===== src/rtl/ppu_video_timing.sv =====
// Raster timing generator for the ppu: drives x_view/y_view, realigns ppu colour with delayed sync/DE.
// Optional define PPU_LINE_IRQ_EN adds the lyc compare port and line_irq pulse.
module ppu_video_timing #(
    parameter int H_ACTIVE    = 160,
    parameter int H_FRONT     = 8,
    parameter int H_SYNC      = 16,
    parameter int H_BACK      = 16,
    parameter int V_ACTIVE    = 144,
    parameter int V_FRONT     = 2,
    parameter int V_SYNC      = 2,
    parameter int V_BACK      = 8,
    parameter int PPU_LATENCY = 3
) (
    input  logic        clk,
    input  logic        rst_n,
    input  logic        enable,
    output logic [7:0]  x_view,
    output logic [7:0]  y_view,
    input  logic [15:0] colour_in,
    output logic [15:0] rgb_out,
    output logic        de,
    output logic        hsync_n,
    output logic        vsync_n,
    output logic        vblank,
`ifdef PPU_LINE_IRQ_EN
    input  logic [7:0]  lyc,
    output logic        line_irq,
`endif
    output logic        vblank_start
);
    localparam int H_TOTAL = H_ACTIVE + H_FRONT + H_SYNC + H_BACK;
    localparam int V_TOTAL = V_ACTIVE + V_FRONT + V_SYNC + V_BACK;
    localparam int HW      = $clog2(H_TOTAL);
    localparam int VW      = $clog2(V_TOTAL);
    localparam int HS_BEG  = H_ACTIVE + H_FRONT;
    localparam int HS_END  = HS_BEG + H_SYNC;
    localparam int VS_BEG  = V_ACTIVE + V_FRONT;
    localparam int VS_END  = VS_BEG + V_SYNC;

    logic [HW-1:0] h_cnt_reg, h_cnt_next;
    logic [VW-1:0] v_cnt_reg, v_cnt_next;
    logic          run_reg;
    logic [7:0]    x_view_reg, y_view_reg;
    logic          clear;
    logic          active_raw, hs_raw, vs_raw;
    logic [2:0]    pipe_out;
    logic [15:0]   rgb_reg;
    logic          de_reg, hsync_n_reg, vsync_n_reg;

    assign clear = !rst_n || !enable;

    // run_reg holds the counters at (0,0) for the first enabled clock so that
    // position is presented once to the ppu before the raster advances.
    always_comb begin
        h_cnt_next = h_cnt_reg;
        v_cnt_next = v_cnt_reg;
        if (run_reg) begin
            if (int'(h_cnt_reg) == H_TOTAL - 1) begin
                h_cnt_next = '0;
                v_cnt_next = (int'(v_cnt_reg) == V_TOTAL - 1) ? '0 : v_cnt_reg + 1'b1;
            end else begin
                h_cnt_next = h_cnt_reg + 1'b1;
            end
        end
    end

    always_ff @(posedge clk) begin
        if (clear) begin
            run_reg    <= 1'b0;
            h_cnt_reg  <= '0;
            v_cnt_reg  <= '0;
            x_view_reg <= 8'd0;
            y_view_reg <= 8'd0;
        end else begin
            run_reg    <= 1'b1;
            h_cnt_reg  <= h_cnt_next;
            v_cnt_reg  <= v_cnt_next;
            x_view_reg <= (int'(h_cnt_next) < H_ACTIVE) ? 8'(h_cnt_next) : 8'd0;
            y_view_reg <= (int'(v_cnt_next) < V_ACTIVE) ? 8'(v_cnt_next) : 8'd0;
        end
    end

    assign active_raw = run_reg && (int'(h_cnt_reg) < H_ACTIVE) && (int'(v_cnt_reg) < V_ACTIVE);
    assign hs_raw     = run_reg && (int'(h_cnt_reg) >= HS_BEG) && (int'(h_cnt_reg) < HS_END);
    assign vs_raw     = run_reg && (int'(v_cnt_reg) >= VS_BEG) && (int'(v_cnt_reg) < VS_END);

    // Timing flags travel alongside the ppu's own latency so they meet colour_in.
    generate
        for (genvar gi = 0; gi < PPU_LATENCY; gi++) begin : g_pipe
            logic [2:0] stage_in;
            logic [2:0] stage_reg;
            if (gi == 0) begin : g_first
                assign stage_in = {active_raw, hs_raw, vs_raw};
            end else begin : g_rest
                assign stage_in = g_pipe[gi-1].stage_reg;
            end
            always_ff @(posedge clk) begin
                if (clear) begin
                    stage_reg <= 3'b000;
                end else begin
                    stage_reg <= stage_in;
                end
            end
        end
    endgenerate

    assign pipe_out = g_pipe[PPU_LATENCY-1].stage_reg;

    always_ff @(posedge clk) begin
        if (clear) begin
            rgb_reg     <= 16'h0000;
            de_reg      <= 1'b0;
            hsync_n_reg <= 1'b1;
            vsync_n_reg <= 1'b1;
        end else begin
            rgb_reg     <= pipe_out[2] ? colour_in : 16'h0000;
            de_reg      <= pipe_out[2];
            hsync_n_reg <= ~pipe_out[1];
            vsync_n_reg <= ~pipe_out[0];
        end
    end

    assign x_view       = x_view_reg;
    assign y_view       = y_view_reg;
    assign rgb_out      = rgb_reg;
    assign de           = de_reg;
    assign hsync_n      = hsync_n_reg;
    assign vsync_n      = vsync_n_reg;
    assign vblank       = int'(v_cnt_reg) >= V_ACTIVE;
    assign vblank_start = run_reg && (h_cnt_reg == '0) && (int'(v_cnt_reg) == V_ACTIVE);

`ifdef PPU_LINE_IRQ_EN
    // Compared combinationally, so a new lyc is honoured from the next line start.
    assign line_irq = run_reg && (h_cnt_reg == '0) && (int'(v_cnt_reg) == int'(lyc));
`endif

endmodule


===== config.mk =====
export PLATFORM = sky130hd
export DESIGN_NAME = ppu_video_timing
export DESIGN_NICKNAME = d
export VERILOG_FILES = /design/src/rtl/ppu_video_timing.sv
export SDC_FILE = /design/constraint.sdc
export NUM_CORES = 1
export LEC_CHECK = 0
export BUFFER_PORTS_ARGS = -buffer_cell sky130_fd_sc_hd__buf_2
export CORE_UTILIZATION = 45
export DETAILED_ROUTE_END_ITERATION = 8
export PLACE_DENSITY_LB_ADDON = 0.12
export SYNTH_ARGS = -nofsm -noshare
export SYNTH_HDL_FRONTEND = slang
export SYNTH_SLANG_ARGS = --single-unit

===== constraint.sdc =====
create_clock -name clk -period 5.4 [get_ports clk]
set_clock_uncertainty 0.1 [all_clocks]
set_input_delay 0.81 -clock clk [delete_from_list [all_inputs] [get_ports clk]]
set_output_delay 0.81 -clock clk [all_outputs]
set_load 0.005 [all_outputs]

==> flow_summary_export.csv, run 1 <==
group,metric,value,unit
status,status,"finished clean",
detailed_routing,drt_drc_violations_left,0,
global_routing,grt.overflow.total,0,
floorplan,core_area,4850,µm²
clock_tree,insertion_delay,0.34,ns
worst_setup_path,path_cells,"nor4b_1 -> nand3_1 -> o21ai_0 -> nor3_1",
clock_tree,cts_made_buffers,9,
finish,multi_input_area,977,µm²
worst_setup_path,crit_buf_inv,0,
finish,seq_area,1220,µm²
timing,final_max_slew_viol_count,0,
worst_setup_path,critPathArrivalTime,2.78,ns
floorplan,initial_core_util,48.0,%
clock_tree,tritoncts,"done",
clock_tree,clk_pin_slew,0.07,ns
worst_setup_path,startpoint_type,"register",
run,drv_cap,0,
clock_tree,h-tree-depth,3,
floorplan,die_w,73.9,µm
worst_setup_path,crit_required,5.47,ns
finish,layout_common_cells,"dfxtp_1, buf_2, nor2_1",
power_and_ir_drop,leakagePower,1.18,nW
logic_synthesis,syn_nets,261,
clock_tree,cts_root_buffer,"clkbuf_8",
power_and_ir_drop,p_switching,0.200,mW
power_and_ir_drop,intPower,0.672,mW
placement,dp_slack,2.69,ns
finish,drive_gt1_share,28.4,%
clock_tree,cts_num_sinks,61,
timing,rsz0062_at_grt,"no",
finish,antenna_cells,0,
logic_synthesis,yosysSeqAreaShare,52.5,%
floorplan,design.die.area,5460,µm²
finish,syn_to_final_growth,19.6,%
clock_tree,cts_setup_buffers,0,
logic_synthesis,yosysWarnings,0,
detailed_routing,drt_iter0_drc,82,
finish,postLayoutCoreUtil,57.4,%
timing,hold_violations,0,
timing,worst_slew_pin_slew,1.21,ns
floorplan,io_pins,56,
timing,setup_slack,2.69,ns
timing,tns,0,ns
power_and_ir_drop,peakVddDrop,0.153,mV
clock_tree,clock_path_buffers,2,
detailed_routing,vias,1755,
global_routing,grt_start_max_net_pins,18,
finish,final_common_cell,"dfxtp_1",
timing,min_period_over_period,50.1,%
finish,fin_nets,315,
finish,largest_register_ff_count,16,
placement,finalWeightedCongestion,0.867,
logic_synthesis,syn_inst,237,
detailed_routing,avgRoutedWirePerCell,11.9,µm
global_routing,first_global_vias,1572,
timing,final-setup-viol-count,0,
clock_tree,cts.repair.resized,0,
logic_synthesis,synth.ff_latch_count,61,
power_and_ir_drop,p_per_area,314,nW/µm²
detailed_routing,wirelength,4330,µm
clock_tree,ctsHoldBuffers,0,
worst_setup_path,worstPathMaxFanout,12,
power_and_ir_drop,p_clk_share,46.4,%
logic_synthesis,syn_avg_cell_area,9.81,µm²
floorplan,die_y,73.9,µm
worst_setup_path,end_kind,"register",
timing,hold_ws,0.271,ns
worst_setup_path,slowest_delay,1.00,ns
detailed_routing,dr.pass1.iters,4,
power_and_ir_drop,p_seq_share,51.8,%
detailed_routing,ant_nets,0,
power_and_ir_drop,comb_power_share,1.8,%
global_routing,track_usage,17.6,%
logic_synthesis,synth_area,2330,µm²
placement,port_buffers,55,
placement,post-dp-hpwl,3070,µm
worst_setup_path,crit_family,"compound AO/OA/AOI/OAI gates",
floorplan,num_rows,25,
detailed_routing,vias_per_cell,4.83,
finish,fillers,457,
worst_setup_path,critical_path.slowest_cell,"o21ai_0",
timing,relSlewSlack,18.6,%
timing,fmax,370,MHz
logic_synthesis,ys_types,43,
timing,fin_crit,2.71,ns
global_routing,grt_pass1_wl,7060,µm
worst_hold_path,hold_path_class,"register to register",
global_routing,antenna_found_initial,0,
worst_setup_path,path_class,"register to register",
power_and_ir_drop,switching_share,23.0,%
==> synthesized netlist by cell type, drive strengths merged <==
| library cell | instances | area [µm²] |
|---|---|---|
| or3 | 1 | 7.51 |
| or4b | 1 | 13.8 |
| o41ai | 1 | 8.76 |
| nand2 | 15 | 58.8 |
| o21a | 1 | 7.51 |
| nand2b | 3 | 18.8 |
| nor3 | 17 | 85.1 |
| xnor2 | 6 | 52.6 |
| a2111oi | 1 | 8.76 |
| or2 | 3 | 18.8 |
| ha | 5 | 62.6 |
| or3b | 1 | 8.76 |
| inv | 7 | 26.3 |
| nor2 | 21 | 78.8 |
| xor2 | 7 | 61.3 |
| mux2i | 1 | 13.8 |
| and3 | 7 | 43.8 |
| nor4 | 2 | 18.8 |
| o311ai | 1 | 8.76 |
| nor4b | 2 | 17.5 |
| buf | 9 | 61.3 |
| or4 | 2 | 20.0 |
| bufbuf | 1 | 32.5 |
| nand4 | 4 | 25.0 |
| o31a | 1 | 8.76 |
| and3b | 1 | 8.76 |
| nor2b | 4 | 25.0 |
| nand3 | 11 | 55.1 |
| o21ba | 1 | 10.0 |
| nand3b | 1 | 7.51 |
| o21ai | 5 | 25.0 |
| a21boi | 1 | 7.51 |
| dfxtp | 61 | 1220 |
| a21oi | 9 | 45.0 |
| clkbuf | 2 | 7.51 |
| a221oi | 1 | 15.0 |
| and4 | 2 | 17.5 |
| and2 | 18 | 113 |
==> stage by stage <==
step | area, µm² | std cells | power (mW)
after floorplan | 2330 | 237 | 0.470
after global placement | 2580 | 347 | 0.479
after detailed placement | 2580 | 347 | 0.479
after CTS | 2780 | 363 | 0.886
after global routing | 2780 | 363 | 0.906
final | 2780 | 363 | 0.873
==> area by class of cell <==
type                    instances  area share [%]
flip-flops and latches         61            43.9
inverters                       7           0.944
clock inverters                 7            2.70
multi-input cells             157            35.1
clock buffers                   9            4.45
repair buffers                 55            9.89
well taps                      67            3.01
==> path summary, 6_finish.rpt <==
check | startpoint | endpoint | slack (ns) | depth (start not counted)
worst min register to register | g_pipe[2].stage_reg[1] | hsync_n | 0.27 | 1
worst min-delay path | g_pipe[2].stage_reg[1] | hsync_n | 0.27 | 1
worst max register to register | run_reg | y_view[6] | 2.69 | 4
worst max-delay path | run_reg | y_view[6] | 2.69 | 4
==> worst reg2reg max path: stages, from the launching register on <==
cell	delay, ns
dfxtp_1	0.49
nor4b_1	0.53
nand3_1	0.28
o21ai_0	1.00
nor3_1	0.15
==> routing by layer <==
| metal | up-vias | part of all wire [%] | track usage (%) |
|---|---|---|---|
| li1 | 909 | - | - |
| met1 | 787 | 46 | 22.6 |
| met2 | 47 | 46 | 25.9 |
| met3 | 12 | 4.3 | 4.53 |
| met4 | 0 | 2.9 | 12.2 |
| met5 | - | 0 | 0 |
==> cell families (layout without fill, tap and decap cells) <==
family | count (synthesis) | count (layout) | synth area share, %
AND/OR/NAND/NOR | 116 | 116 | 27.6
adder cells (fa/ha/maj) | 5 | 5 | 2.69
XOR/XNOR | 13 | 13 | 4.90
AO/OA/AOI/OAI | 22 | 22 | 6.24
multiplexers | 1 | 1 | 0.592
flip-flops | 61 | 61 | 52.5
buffers and inverters | 19 | 78 | 5.49
==> power by group through the flow <==
| stage | clock network [mW] | registers [mW] | logic (mW) |
|---|---|---|---|
| global route | 0.437 | 0.452 | 0.0175 |
| finish | 0.405 | 0.452 | 0.0157 |
| floorplan | 0 | 0.462 | 0.00770 |
| global placement | 0 | 0.463 | 0.0159 |
| detailed placement | 0 | 0.463 | 0.0159 |
| CTS | 0.418 | 0.452 | 0.0160 |
No activity file was read; power rests on OpenSTA's default activity.
==> run 2, diff against run 1 <==
- clock period: 5.4 -> 2.66 ns (I/O delays scaled with it)
==> flow_summary_export.csv, run 2 (same netlist as run 1, synthesis figures left out) <==
group,metric,value,unit
worst_hold_path,hold_path_class,"input pin to register",
power_and_ir_drop,leakagePower,1.21,nW
clock_tree,cts_made_buffers,9,
global_routing,antenna_found_initial,0,
power_and_ir_drop,peakVddDrop,0.316,mV
finish,antenna_cells,0,
finish,largest_register_ff_count,16,
detailed_routing,ant_nets,0,
clock_tree,tritoncts,"done",
worst_hold_path,hold-path-endpoint,"rgb_out[1]",
clock_tree,clk_pin_slew,0.07,ns
floorplan,io_pins,56,
clock_tree,cts_num_sinks,61,
finish,seq_area,1220,µm²
finish,layout_common_cells,"dfxtp_1, buf_2, nor2_1",
worst_setup_path,reg2reg_depth,5,
timing,final_max_slew_viol_count,0,
timing,fin_crit,2.38,ns
detailed_routing,drt_drc_violations_left,0,
clock_tree,cts_setup_buffers,0,
finish,syn_to_final_growth,20.9,%
timing,hold_ws,0.156,ns
timing,min_period_over_period,89.3,%
global_routing,grt_start_max_net_pins,18,
finish,postLayoutCoreUtil,58.0,%
finish,drive_gt1_share,29.1,%
detailed_routing,wirelength,4390,µm
floorplan,initial_core_util,48.0,%
placement,post-dp-hpwl,3090,µm
clock_tree,clock_path_buffers,2,
worst_setup_path,crit_required,2.77,ns
finish,fillers,447,
worst_setup_path,worstPathMaxFanout,7,
power_and_ir_drop,p_seq_share,52.1,%
clock_tree,insertion_delay,0.33,ns
timing,relSlewSlack,61.8,%
worst_setup_path,end_kind,"register",
finish,fin_nets,319,
finish,multi_input_area,977,µm²
worst_setup_path,path_class,"register to register",
detailed_routing,dr.pass1.iters,4,
clock_tree,h-tree-depth,3,
detailed_routing,drt_iter0_drc,83,
global_routing,grt_pass1_wl,6960,µm
timing,tns,0,ns
floorplan,design.die.area,5460,µm²
floorplan,die_w,73.9,µm
run,drv_cap,0,
timing,final-setup-viol-count,0,
power_and_ir_drop,p_switching,0.353,mW
status,status,"finished clean",
floorplan,num_rows,25,
clock_tree,cts.repair.resized,0,
timing,fmax,421,MHz
clock_tree,cts_root_buffer,"clkbuf_8",
timing,rsz0062_at_grt,"no",
power_and_ir_drop,intPower,1.41,mW
global_routing,first_global_vias,1540,
finish,final_common_cell,"dfxtp_1",
placement,port_buffers,55,
worst_setup_path,regToRegEndpoint,"y_view[0]",
detailed_routing,avgRoutedWirePerCell,12.0,µm
detailed_routing,vias,1774,
worst_hold_path,min_path_cells,2,
global_routing,grt.overflow.total,0,
power_and_ir_drop,p_clk_share,45.8,%
worst_setup_path,reg2reg_slack,0.28,ns
floorplan,die_y,73.9,µm
power_and_ir_drop,p_per_area,626,nW/µm²
timing,worst_slew_pin_slew,0.571,ns
detailed_routing,vias_per_cell,4.85,
worst_setup_path,critPathLaunch,"h_cnt_reg[3]",
timing,hold_violations,0,
clock_tree,ctsHoldBuffers,0,
global_routing,track_usage,17.5,%
floorplan,core_area,4850,µm²
power_and_ir_drop,switching_share,20.1,%
worst_setup_path,r2r_start,"h_cnt_reg[3]",
placement,finalWeightedCongestion,0.849,
worst_hold_path,worstHoldStart,"colour_in[1]",
worst_setup_path,startpoint_type,"register",
power_and_ir_drop,comb_power_share,2.0,%
worst_setup_path,critPathArrivalTime,2.48,ns
## run 2: how the worst max path moves through the flow
stage / end / slack (ns) / cells past startpoint
floorplan: y_view[3] / 0.36 / 6
detailed placement: y_view[0] / 0.29 / 5
CTS: y_view[0] / 0.27 / 5
global placement: y_view[3] / 0.30 / 5
global route: y_view[6] / 0.18 / 5
finish: y_view[0] / 0.28 / 5
## run 2: layer usage
layer	part of all wire (%)	vias up	global-route usage, %	wire length (µm)
met5	0	-	0	0
li1	-	919	-	-
met4	2.6	0	12.8	114
met2	46	35	24.9	2030
met1	47	810	22.3	2050
met3	4.3	10	5.49	190
## run 2: critical path: stages, from the launching register on
cell and delay [ns]:
dfxtp_1 0.37, or4b_4 0.58, or4_4 0.55, mux2i_2 0.18, a221oi_2 0.39, nor3_1 0.09
## run 2: final cells by class
type                    instances  area share [%]
multi-input cells             157            34.7
inverters                       7           0.934
well taps                      67            2.98
repair buffers                 59            10.9
clock buffers                  11            5.38
flip-flops and latches         61            43.4
clock inverters                 4            1.69
## run 2: metrics by stage
step,instance area [µm²],setup WS [ns],power (mW),instances
3_3_place_gp,2610,0.305,0.974,351
6_report,2810,0.284,1.76,366
2_1_floorplan,2330,0.363,0.953,237
3_5_place_dp,2610,0.289,0.974,351
5_1_grt,2810,0.182,1.84,366
4_1_cts,2810,0.269,1.79,366
## run 2: power by group through the flow
| stage | sequential [mW] | combinational, mW | clock, mW |
|---|---|---|---|
| 6_report | 0.918 | 0.0360 | 0.807 |
| 5_1_grt | 0.917 | 0.0394 | 0.880 |
| 4_1_cts | 0.917 | 0.0364 | 0.833 |
| 3_5_place_dp | 0.938 | 0.0363 | 0 |
| 3_3_place_gp | 0.938 | 0.0361 | 0 |
| 2_1_floorplan | 0.938 | 0.0156 | 0 |
